<file path="config.mk">
export PLATFORM = sky130hd
export DESIGN_NAME = sysclk_rst_monitor
export DESIGN_NICKNAME = d
export VERILOG_FILES = /design/src/rtl/sysclk_mon_pkg.sv /design/src/rtl/sysclk_mon_sync.sv /design/src/rtl/sysclk_rst_monitor.sv
export SDC_FILE = /design/constraint.sdc
export NUM_CORES = 1
export LEC_CHECK = 0
export CORE_AREA = 2 2 135 137
export CTS_CLUSTER_DIAMETER = 50
export DETAILED_ROUTE_END_ITERATION = 7
export DIE_AREA = 0 0 137 139
export PLACE_DENSITY = 0.65
export SLEW_MARGIN = 10
export SYNTH_ARGS = -nofsm -noshare
export SYNTH_HDL_FRONTEND = slang
export SYNTH_SLANG_ARGS = --single-unit
</file>
<file path="constraint.sdc">
create_clock -name clk_i -period 4.7 [get_ports clk_i]
set_input_delay 1.175 -clock clk_i [delete_from_list [all_inputs] [get_ports clk_i]]
set_output_delay 1.175 -clock clk_i [all_outputs]
set_load 0.03 [all_outputs]
</file>
<file path="src/rtl/sysclk_mon_pkg.sv">
// Shared types and saturating arithmetic for the sysclk_rst_monitor slice.
// Counters are limited to 32 bits by the helper width SAT_W.
package sysclk_mon_pkg;

  typedef enum logic [1:0] {
    IDLE    = 2'd0,
    HIGH    = 2'd1,
    LOW     = 2'd2,
    STOPPED = 2'd3
  } mon_state_e;

  localparam int unsigned SAT_W = 32;

  function automatic logic [SAT_W-1:0] sat_max(input int unsigned w);
    return (w >= SAT_W) ? '1 : ((SAT_W'(1) << w) - SAT_W'(1));
  endfunction

  function automatic logic [SAT_W-1:0] sat_inc(input logic [SAT_W-1:0] v,
                                               input int unsigned w);
    logic [SAT_W-1:0] max_v;
    max_v = sat_max(w);
    return (v >= max_v) ? max_v : v + SAT_W'(1);
  endfunction

  function automatic logic [SAT_W-1:0] sat_add(input logic [SAT_W-1:0] a,
                                               input logic [SAT_W-1:0] b,
                                               input int unsigned w);
    logic [SAT_W:0]   sum;
    logic [SAT_W-1:0] max_v;
    max_v = sat_max(w);
    sum   = {1'b0, a} + {1'b0, b};
    return (sum > {1'b0, max_v}) ? max_v : sum[SAT_W-1:0];
  endfunction

endpackage

</file>
<file path="src/rtl/sysclk_mon_sync.sv">
// Two-flop synchronizer plus a third flop for edge detection.
// Flops reset to RST_VAL so an input already at that level shows no edge.
module sysclk_mon_sync #(
  parameter logic RST_VAL = 1'b0
) (
  input  logic clk_i,
  input  logic rst_n_i,
  input  logic din,
  output logic rise,
  output logic fall,
  output logic level
);

  logic [2:0] sync_q;

  always_ff @(posedge clk_i or negedge rst_n_i) begin
    if (!rst_n_i) sync_q <= {3{RST_VAL}};
    else          sync_q <= {sync_q[1:0], din};
  end

  assign level = sync_q[1];
  assign rise  = sync_q[1] & ~sync_q[2];
  assign fall  = ~sync_q[1] & sync_q[2];

endmodule

</file>
<file path="src/rtl/sysclk_rst_monitor.sv">
// Clock/reset health monitor: measures period, high time and reset width.
// Define SYSCLK_MON_MINMAX_EN to build min/max period tracking.
module sysclk_rst_monitor
  import sysclk_mon_pkg::*;
#(
  parameter int unsigned CNT_W        = 16,
  parameter int unsigned PERIOD_MIN   = 8,
  parameter int unsigned PERIOD_MAX   = 12,
  parameter int unsigned HIGH_MIN     = 3,
  parameter int unsigned HIGH_MAX     = 7,
  parameter int unsigned STOP_TIMEOUT = 20,
  parameter logic        RST_POL      = 1'b0,
  parameter int unsigned RST_MIN      = 5
) (
  input  logic             clk_i,
  input  logic             rst_n_i,
  input  logic             mon_clk_i,
  input  logic             mon_rst_i,
  input  logic             err_clr_i,
  output logic             meas_valid_o,
  output logic [CNT_W-1:0] period_o,
  output logic [CNT_W-1:0] high_o,
  output logic             clk_stopped_o,
  output logic             period_err_o,
  output logic             duty_err_o,
  output logic             rst_done_o,
  output logic [CNT_W-1:0] rst_len_o,
  output logic             rst_short_o,
  output logic [CNT_W-1:0] period_min_o,
  output logic [CNT_W-1:0] period_max_o
);

  localparam logic [CNT_W-1:0] P_MIN   = CNT_W'(PERIOD_MIN);
  localparam logic [CNT_W-1:0] P_MAX   = CNT_W'(PERIOD_MAX);
  localparam logic [CNT_W-1:0] H_MIN   = CNT_W'(HIGH_MIN);
  localparam logic [CNT_W-1:0] H_MAX   = CNT_W'(HIGH_MAX);
  localparam logic [CNT_W-1:0] STOP_TO = CNT_W'(STOP_TIMEOUT);
  localparam logic [CNT_W-1:0] R_MIN   = CNT_W'(RST_MIN);

  logic clk_rise, clk_fall, clk_level_unused;
  logic rst_rise, rst_fall, rst_level;

  sysclk_mon_sync #(.RST_VAL(1'b0)) u_clk_sync (
    .clk_i   (clk_i),
    .rst_n_i (rst_n_i),
    .din     (mon_clk_i),
    .rise    (clk_rise),
    .fall    (clk_fall),
    .level   (clk_level_unused)
  );

  sysclk_mon_sync #(.RST_VAL(~RST_POL)) u_rst_sync (
    .clk_i   (clk_i),
    .rst_n_i (rst_n_i),
    .din     (mon_rst_i),
    .rise    (rst_rise),
    .fall    (rst_fall),
    .level   (rst_level)
  );

  mon_state_e       state_q, state_d;
  logic [CNT_W-1:0] high_cnt, low_cnt, high_len, idle_cnt, rst_cnt;
  logic [CNT_W-1:0] idle_nxt, period_new;
  logic             idle_hit, meas_fire, period_viol, duty_viol;
  logic             rst_deassert, rst_viol;

  assign idle_hit = (idle_cnt >= STOP_TO);
  assign idle_nxt = (clk_rise | clk_fall) ? '0
                                          : CNT_W'(sat_inc(SAT_W'(idle_cnt), CNT_W));

  always_ff @(posedge clk_i or negedge rst_n_i) begin
    if (!rst_n_i) state_q <= IDLE;
    else          state_q <= state_d;
  end

  always_comb begin
    state_d = state_q;
    unique case (state_q)
      IDLE:    if (clk_rise) state_d = HIGH;
      HIGH:    if (clk_fall) state_d = LOW;
               else if (idle_hit) state_d = STOPPED;
      LOW:     if (clk_rise) state_d = HIGH;
               else if (idle_hit) state_d = STOPPED;
      STOPPED: if (clk_rise) state_d = HIGH;
      default: state_d = IDLE;
    endcase
  end

  // Only a rise that closes a LOW phase completes a full period.
  always_comb begin
    meas_fire    = (state_q == LOW) && clk_rise;
    period_new   = CNT_W'(sat_add(SAT_W'(high_len), SAT_W'(low_cnt), CNT_W));
    period_viol  = (period_new < P_MIN) || (period_new > P_MAX) || (period_new == '1);
    duty_viol    = (high_len < H_MIN) || (high_len > H_MAX);
    rst_deassert = RST_POL ? rst_fall : rst_rise;
    rst_viol     = (rst_cnt < R_MIN);
  end

  always_ff @(posedge clk_i or negedge rst_n_i) begin
    if (!rst_n_i) begin
      high_cnt      <= '0;
      low_cnt       <= '0;
      high_len      <= '0;
      idle_cnt      <= '0;
      rst_cnt       <= '0;
      meas_valid_o  <= 1'b0;
      period_o      <= '0;
      high_o        <= '0;
      clk_stopped_o <= 1'b0;
      period_err_o  <= 1'b0;
      duty_err_o    <= 1'b0;
      rst_done_o    <= 1'b0;
      rst_len_o     <= '0;
      rst_short_o   <= 1'b0;
    end else begin
      high_cnt      <= clk_rise ? CNT_W'(1) : CNT_W'(sat_inc(SAT_W'(high_cnt), CNT_W));
      low_cnt       <= clk_fall ? CNT_W'(1) : CNT_W'(sat_inc(SAT_W'(low_cnt), CNT_W));
      if (clk_fall) high_len <= high_cnt;
      idle_cnt      <= idle_nxt;
      clk_stopped_o <= (idle_nxt >= STOP_TO);
      meas_valid_o  <= meas_fire;
      if (meas_fire) begin
        period_o <= period_new;
        high_o   <= high_len;
      end
      // A violation in the clear cycle keeps the flag set.
      period_err_o  <= (meas_fire && period_viol) || (period_err_o && !err_clr_i);
      duty_err_o    <= (meas_fire && duty_viol)   || (duty_err_o   && !err_clr_i);
      rst_done_o    <= rst_deassert;
      if (rst_deassert) begin
        rst_len_o <= rst_cnt;
        rst_cnt   <= '0;
      end else if (rst_level == RST_POL) begin
        rst_cnt   <= CNT_W'(sat_inc(SAT_W'(rst_cnt), CNT_W));
      end
      rst_short_o   <= (rst_deassert && rst_viol) || (rst_short_o && !err_clr_i);
    end
  end

`ifdef SYSCLK_MON_MINMAX_EN
  logic [CNT_W-1:0] pmin_base, pmax_base, pmin_nxt, pmax_nxt;

  always_comb begin
    pmin_base = err_clr_i ? '1 : period_min_o;
    pmax_base = err_clr_i ? '0 : period_max_o;
    pmin_nxt  = (meas_fire && (period_new < pmin_base)) ? period_new : pmin_base;
    pmax_nxt  = (meas_fire && (period_new > pmax_base)) ? period_new : pmax_base;
  end

  always_ff @(posedge clk_i or negedge rst_n_i) begin
    if (!rst_n_i) begin
      period_min_o <= '1;
      period_max_o <= '0;
    end else begin
      period_min_o <= pmin_nxt;
      period_max_o <= pmax_nxt;
    end
  end
`else
  assign period_min_o = '0;
  assign period_max_o = '0;
`endif

endmodule

</file>
* After elaboration in Yosys (flattened, before gate mapping) *
Index checks and enable logic that the tools add are counted.

storage, ports and cells
  register bits = 142
  logic and storage cells = 78

operators by class
  $add $sub $neg = 5
  $lt $le $gt $ge = 12
  equality and inequality tests = 6
  mux-type cells = 15
  bitwise gates (word level) = 7
  reductions and logical operators = 16

operators with widths
  operator               number
  $mux 16                10
  $add 16x1->16 const B  4
  $ge 16x16->1 const B   4
  $ge 16x5->1 const B    2
  $add 16x16->17         1
  $gt 17x16->1 const B   1
  $eq 16x16->1 const B   1
  $gt 16x3->1 const B    1
  $gt 16x4->1 const B    1
  $lt 16x2->1 const B    1
  $lt 16x3->1 const B    1
  $lt 16x4->1 const B    1
  $mux 2                 4
  $logic_and 1x1->1      7
  $logic_or 1x1->1       6
  $pmux 2 s3             1
  $eq 2x2->1 const B     2
  $and 1x1->1            3
  $not 1->1              3
  $eq 2x1->1 const B     1
  $logic_not 2->1        1
  $ne 2x1->1 const B     1
  $ne 2x2->1 const B     1
  $reduce_or 2->1        1
  2 further kinds        2

* Logic depth before layout (Yosys ltp) *
Gate-level depths: netlist of the first run.

  depth after elaboration = 8
  gate-level depth with buffers = 10
  depth with buffers taken out = 10

* Hierarchy *
A second synthesis of the first run with hierarchy kept.

second synthesis, totals
  cell total of the unflattened synthesis = 742
  area total of the unflattened synthesis = 7493.4 sq um

by module, submodules not included
  module                        times used  cells an instance  area each (sq um)  sequential area each (sq um)
  sysclk_rst_monitor            1           732                7309.5             3403.3
  sysclk_mon_sync (u_rst_sync)  1           5                  93.8               78.8
  sysclk_mon_sync (u_clk_sync)  1           5                  90.1               75.1

* Worst setup path before layout of the first run *
No wires, ideal clock.

  path kind = register to register
  start = reg low_cnt[0]
  end = reg period_err_o
  setup time = 142 ps
  data arrival time = 2283 ps
  data required time = 4558 ps
  setup slack = 2275 ps
  cell stages (with the launch flop) = 11
  path buffers = 0
  period minus slack after synthesis = 2425 ps
  cell sequence = dfrtp_1 ha_1 inv_1 fa_1 nand2b_1 a21o_1 a21oi_2 a21oi_1 xnor2_1 nor4_1 a41oi_1

between the ends
  longest elaborated chain between the ends = 8
  elaborated cells between the ends (all ways) = 10
  classes of those cells = add/sub (1); order compare (3); eq/ne (1); mux (1); reduce/logical (4)

ends and longest elaborated chain
  item                                               RTL line                   source
  start, declared                                    sysclk_rst_monitor.sv:62   logic [CNT_W-1:0] high_cnt, low_cnt, high_len, idle_cnt, rst_cnt;
  start signal, assigned                             sysclk_rst_monitor.sv:117  low_cnt <= clk_fall ? CNT_W'(1) : CNT_W'(sat_inc(SAT_W'(low_cnt), CNT_W));
  $add 16x16->17 *                                   sysclk_mon_pkg.sv:31       sum = {1'b0, a} + {1'b0, b};
  $gt 17x16->1                                       sysclk_mon_pkg.sv:32       return (sum > {1'b0, max_v}) ? max_v : sum[SAT_W-1:0];
  $mux 16 *                                          sysclk_mon_pkg.sv:32
  $lt 16x4->1 / $gt 16x4->1 (equally long branches)  sysclk_rst_monitor.sv:93   period_viol = (period_new < P_MIN) || (period_new > P_MAX) || (period_new == '1);
  $logic_or 1x1->1                                   sysclk_rst_monitor.sv:93
  $logic_or 1x1->1 *                                 sysclk_rst_monitor.sv:93
  $logic_and 1x1->1 *                                sysclk_rst_monitor.sv:127  period_err_o <= (meas_fire && period_viol) || (period_err_o && !err_clr_i);
  $logic_or 1x1->1 *                                 sysclk_rst_monitor.sv:127
  end signal, assigned                               sysclk_rst_monitor.sv:127
  end, declared                                      sysclk_rst_monitor.sv:24   output logic period_err_o,

Every way passes the cells marked *; elsewhere a longest branch is shown, timed or not.
A chain may end at the register's enable or synchronous reset.

* Worst setup path after layout of the first run *
Same ends and word-level chain as after synthesis.

==> results of run 1 <==
==> metrics by stage <==
step / setup slack, ns / instance area (sq um)
floorplan: 2.28 / 7770
global placement: 1.80 / 8240
detailed placement: 1.80 / 8240
CTS: 1.99 / 8890
global route: 1.78 / 8890
finish: 2.01 / 8890
==> cells by family (layout without fill, tap and decap cells) <==
| kind of cell | count (synthesis) | after routing | share of synthesized area [%] |
|---|---|---|---|
| AND/OR/NAND/NOR | 285 | 285 | 18.4 |
| adder cells (fa/ha/maj) | 27 | 27 | 4.51 |
| buffers and inverters | 100 | 126 | 7.21 |
| XOR/XNOR | 37 | 37 | 4.24 |
| other | 1 | 32 | 0.0490 |
| flip-flops | 142 | 142 | 46.5 |
| AO/OA/AOI/OAI | 168 | 168 | 14.0 |
| multiplexers | 36 | 36 | 5.15 |
==> metal layers <==
metal	up-vias	wire length [um]
met5	-	0
met4	0	182
met3	17	606
met2	103	7440
met1	2777	7610
li1	2842	-
==> how the worst max path moves through the flow <==
stage / start / end / depth (start not counted)
after floorplan: low_cnt[0]$_DFF_PN0_ / period_err_o$_DFF_PN0_ / 10
after global placement: err_clr_i / period_err_o$_DFF_PN0_ / 6
after detailed placement: err_clr_i / period_err_o$_DFF_PN0_ / 6
after CTS: duty_err_o$_DFF_PN0_ / duty_err_o / 1
after global routing: low_cnt[0]$_DFF_PN0_ / period_err_o$_DFF_PN0_ / 10
final: low_cnt[0]$_DFF_PN0_ / period_err_o$_DFF_PN0_ / 10
==> registers in the layout (all words and copies together), names as in the netlist, 2 cells and up <==
signal             flops
high_cnt              16
high_len              16
high_o                16
idle_cnt              16
low_cnt               16
period_o              16
rst_cnt               16
rst_len_o             16
u_clk_sync.sync_q      3
u_rst_sync.sync_q      3
state_q                2
==> power breakdown <==
| group | leakage, nW | switching (W) | total [W] | internal (W) |
|---|---|---|---|---|
| registers | 1.92 | 0.000127 | 0.00148 | 0.00136 |
| clock network | 0.314 | 0.000513 | 0.00148 | 0.000967 |
| logic | 1.84 | 0.000474 | 0.000792 | 0.000319 |
==> area by class of cell <==
cell class | count | area, sq um | area share [%]
Clock buffer | 21 | 460 | 5.18
Clock inverter | 10 | 185 | 2.08
Inverter | 32 | 120 | 1.35
Multi-Input combinational cell | 585 | 3660 | 41.2
Sequential cell | 142 | 3560 | 40.0
Tap cell | 229 | 287 | 3.22
Timing Repair Buffer | 63 | 619 | 6.97
==> cell usage in the layout (no fill, tap or decap), types with 9 or more instances in the layout <==
| cell type | Yosys | final |
|---|---|---|
| conb_1 | 1 | 32 |
| ha_1 | 26 | 26 |
| o21ai_0 | 25 | 25 |
| nor4_1 | 10 | 10 |
| inv_1 | 31 | 31 |
| xnor2_1 | 18 | 18 |
| nor3_1 | 13 | 13 |
| mux2_2 | 27 | 27 |
| clkbuf_16 | 0 | 17 |
| mux2i_1 | 9 | 9 |
| nand4_1 | 14 | 14 |
| dfrtp_1 | 139 | 139 |
| nand2_1 | 106 | 106 |
| clkdlybuf4s50_1 | 0 | 57 |
| xor2_1 | 19 | 19 |
| nor2_1 | 53 | 53 |
| a22oi_1 | 10 | 10 |
| nand3_1 | 33 | 33 |
| a21oi_1 | 63 | 63 |
| and3_1 | 14 | 14 |
| a31oi_1 | 17 | 17 |
==> cell usage after synthesis (8+ instances only) <==
library cell	number	area share, %
clkbuf_1	17	0.83
nand4_1	14	1.1
dfrtp_1	139	45
inv_1	31	1.5
nand2_1	106	5.2
nor3_1	13	0.85
mux2i_1	9	1.2
nor2_1	53	2.6
and3_1	14	1.1
xnor2_1	18	2.1
ha_1	26	4.3
a21oi_1	63	4.1
xor2_1	19	2.2
a31oi_1	17	1.4
nand3_1	33	2.2
o21ai_0	25	1.6
nor4_1	10	0.82
buf_2	8	0.52
mux2_2	27	4.0
buf_4	34	3.3
a22oi_1	10	0.98
==> flow_summary.yaml, run 1 <==
outcome:
  status: "complete, no violations"
place:
  hpwl_mm: 10.9
  gp_congestion: 0.815
  io_buffers: 58
  place_inst: 1051
critical_path:
  crit_arrival_ns: 2.98
  r2r_slack_ns: 2.01
  cp_data_required_time_ns: 4.98
  cp-start-kind: "register"
  r2r-end: "period_err_o$_DFF_PN0_"
  worstSetupEndpointType: "register"
  critical_path.top_delay_family: "compound AO/OA/AOI/OAI gates"
  cp_slowest_cell: "dfrtp_1"
  setup.worst_path.class: "register to register"
  r2r-start: "low_cnt[0]$_DFF_PN0_"
  cp.buffers_inverters: 1
  crit_path_max_incr_delay_ns: 0.45
  path_max_fanout: 7
  crit_chain: "ha_1, inv_1, fa_1, nand2b_1, a21o_1, a21oi_2, a21oi_1, xnor2_1, nor4_1, a41oi_1"
  r2r_cells: 10
floorplanning:
  ios: 91
  die_area_sq_um: 19000
  chipHeight_um: 139
  core-area_sq_um: 17700
  initial_core_util_pct: 43.3
  rows: 49
  die_w_um: 137
min_path:
  hold_class: "register to register"
  holdCritStartpoint: "u_clk_sync.sync_q[0]$_DFF_PN0_"
  worstHoldEndpoint: "u_clk_sync.sync_q[1]$_DFF_PN0_"
  hold_path_depth: 0
routing:
  wl_per_cell_um: 14.6
  via_count: 5739
  drt_iter0_drc: 332
  drc: 0
  ant_nets: 0
  vias_per_cell: 5.30
  firstDrtPassIters: 4
  wl_mm: 15.8
grt:
  use_met1_pct: 25.3
  met3_usage_pct: 4.28
  grt_pass1_wl_mm: 27.0
  use_met2_pct: 26.8
  grt_pass1_vias: 5305
  grt_max_degree: 103
  gr-total-overflow: 0
  antenna_found_initial: 0
  grt_usage_pct: 17.6
  grt.busiest_layer: "met2"
logic_synthesis:
  ys_ff_latch: 142
  synth.distinct_cells: 78
  yosysSeqAreaShare_pct: 46.5
  synth_edf_count: 0
  synthArstFlopShare_pct: 100
  yosysWarnings: 0
  synthesis.area_sq_um: 7650
  avgSynthCellArea_sq_um: 9.61
  postSynthCellCount: 796
  synth_flop_cell: "dfrtp_1"
timing:
  period_needed_ns: 2.69
  setup_tns_ns: 0
  maxSlewHeadroom_pct: 37.2
  finalCritPeriodShare_pct: 57.3
  slew_viol_final: 0
  worst_pin_slew_ns: 0.942
  hold_violations: 0
  holdWs_ns: 0.355
  setup_violations: 0
  finClkSkew_ns: 0.00821
  fmax_ghz: 0.371
  rsz0062_at_grt: "no"
power:
  pwr_density_cell_nw_per_um2: 423
  total_power_w: 0.00376
  leakagePower_nw: 4.07
  max-vdd-ir-drop_mv: 0.265
clocking:
  ctsResizeCount: 0
  cts_tree: "done"
  path_clk_slew_ns: 0.06
  cts_setup_buffers: 0
  clkLatencyLatePin_ns: 0.43
  cts-hold-fix-buffers: 0
  clockBufferDepth: 2
  cts_made_buffers: 17
  clkSinkCount: 142
  htreeDepth: 4
  clock_tree.root_cell: "clkbuf_16"
run:
  cap_violations: 0
final_layout:
  drive_gt1_share_pct: 11.0
  area_delta_synth_final_pct: 16.2
  stdcell_count: 1082
  post-route-util_pct: 50.3
  fill_cells: 1638
  final_nets: 873
  diodes: 0
Power figures use the tool's default switching activity.
==> run 2: changes to the inputs <==
PLACE_DENSITY = 0.67   (was 0.65)
clock period = 2.3 ns   (was 4.7 ns; I/O delays follow)
==> flow_summary.yaml, run 2 (synthesis gave the netlist of run 1 again) <==
timing:
  setup_violations: 14
  worst_pin_slew_ns: 0.489
  hold_violations: 0
  slew_viol_final: 0
  setup_slack_ns: -0.103
  fmax_ghz: 0.416
  rsz0062_at_grt: "yes"
  period_needed_ns: 2.40
  finClkSkew_ns: 0.00648
  finalCritPeriodShare_pct: 104
  holdWs_ns: 0.349
  maxSlewHeadroom_pct: 66.6
critical_path:
  path_max_fanout: 5
  worstSetupEndpointType: "register"
  setup.worst_path.class: "register to register"
  crit_arrival_ns: 2.69
  cp_data_required_time_ns: 2.59
  cp-start-kind: "register"
clocking:
  path_clk_slew_ns: 0.07
  cts_tree: "done"
  cts_made_buffers: 17
  clkLatencyLatePin_ns: 0.43
  clockBufferDepth: 2
  clkSinkCount: 142
  clock_tree.root_cell: "clkbuf_16"
  htreeDepth: 4
place:
  dp_slack_ns: -0.0731
  gp_congestion: 0.841
  io_buffers: 58
  hpwl_mm: 12.2
floorplanning:
  die_area_sq_um: 19000
  die_w_um: 137
  initial_core_util_pct: 43.3
  core-area_sq_um: 17700
  chipHeight_um: 139
  rows: 49
  ios: 91
grt:
  grt_usage_pct: 18.8
  use_met2_pct: 29.2
  grt_max_degree: 49
  met3_usage_pct: 4.68
  grt_pass1_vias: 5808
  grt_pass1_wl_mm: 28.6
  grt.busiest_layer: "met2"
  antenna_found_initial: 0
  gr-total-overflow: 0
  use_met1_pct: 25.8
power:
  leakagePower_nw: 4.49
  total_power_w: 0.00784
  max-vdd-ir-drop_mv: 0.738
  pwr_density_cell_nw_per_um2: 815
final_layout:
  diodes: 0
  drive_gt1_share_pct: 20.9
  final_common_cell: "dfrtp_1"
  area_delta_synth_final_pct: 25.8
  final_nets: 948
  final_cell_mix: "139 x dfrtp_1, 106 x nand2_1, 76 x buf_4"
routing:
  wl_mm: 17.2
  wl_per_cell_um: 14.8
  drt_iter0_drc: 468
  vias_per_cell: 5.28
  ant_nets: 0
  drc: 0
  firstDrtPassIters: 5
  via_count: 6120
min_path:
  hold_class: "register to register"
run:
  cap_violations: 0
outcome:
  violations: "negative setup slack"
  status: "complete, but fails checks"
run 2: what timing repair did:
item | in CTS | in global routing
hold buffers | 1 | 0
setup buffers | 0 | 6
pin swaps | 0 | 9
endpoints found under the hold margin | 19 | 0
setup endpoints to repair | 1 | 18
resized for setup | 1 | 26
run 2: layout make-up:
cell class                      instances  area [sq um]
Clock buffer                           17           425
Sequential cell                       142          3560
Clock inverter                         15           200
Fill cell                            1592          8030
Multi-Input combinational cell        585          3810
Inverter                               32           120
Tap cell                              229           287
Timing Repair Buffer                  138          1220
run 2: routing by layer:
metal / up-vias / wire length (um)
met5: - / 0
met4: 0 / 279
met3: 24 / 704
met2: 115 / 8140
met1: 2987 / 8050
li1: 2994 / -
run 2: per-stage QoR:
stage / TNS (ns) / utilization (%) / cell area, sq um / instances
after floorplan: -0.0212 / - / 7790 / 827
after global placement: 0 / 49.9 / 8810 / 1119
after detailed placement: -0.0731 / 49.9 / 8810 / 1119
after CTS: -0.0847 / 53.5 / 9450 / 1152
after global routing: -2.91 / 54.5 / 9620 / 1158
final: -1.04 / 54.5 / 9620 / 1158
run 2: worst max-delay path, stage by stage (launching register included):
cell,delay (ns)
dfrtp_1,0.36
ha_2,0.19
inv_2,0.04
fa_2,0.33
nand2b_4,0.15
a21o_4,0.23
a21oi_4,0.25
a21oi_2,0.11
xnor2_2,0.18
nor4_2,0.28
a41oi_1,0.14
run 2: worst paths after layout:
| kind | from | to | slack (ns) | cells past startpoint |
|---|---|---|---|---|
| worst max-delay path | high_len[0]$_DFFE_PN0P_ | period_err_o$_DFF_PN0_ | -0.10 | 10 |
| max in group asynchronous | rst_n_i | idle_cnt[9]$_DFF_PN0_ | 1.11 | 3 |
| worst max register to register | high_len[0]$_DFFE_PN0P_ | period_err_o$_DFF_PN0_ | -0.10 | 10 |
| worst min-delay path | u_clk_sync.sync_q[0]$_DFF_PN0_ | u_clk_sync.sync_q[1]$_DFF_PN0_ | 0.35 | 0 |
| worst min register to register | u_clk_sync.sync_q[0]$_DFF_PN0_ | u_clk_sync.sync_q[1]$_DFF_PN0_ | 0.35 | 0 |
| min in group asynchronous | rst_n_i | high_o[10]$_DFFE_PN0P_ | 0.56 | 2 |
run 2: power by group:
group	internal (W)	switching, W	total (W)
sequential	0.00277	0.000219	0.00299
clock	0.00174	0.00117	0.00291
combinational	0.000839	0.00111	0.00195
total	0.00535	0.00249	0.00784
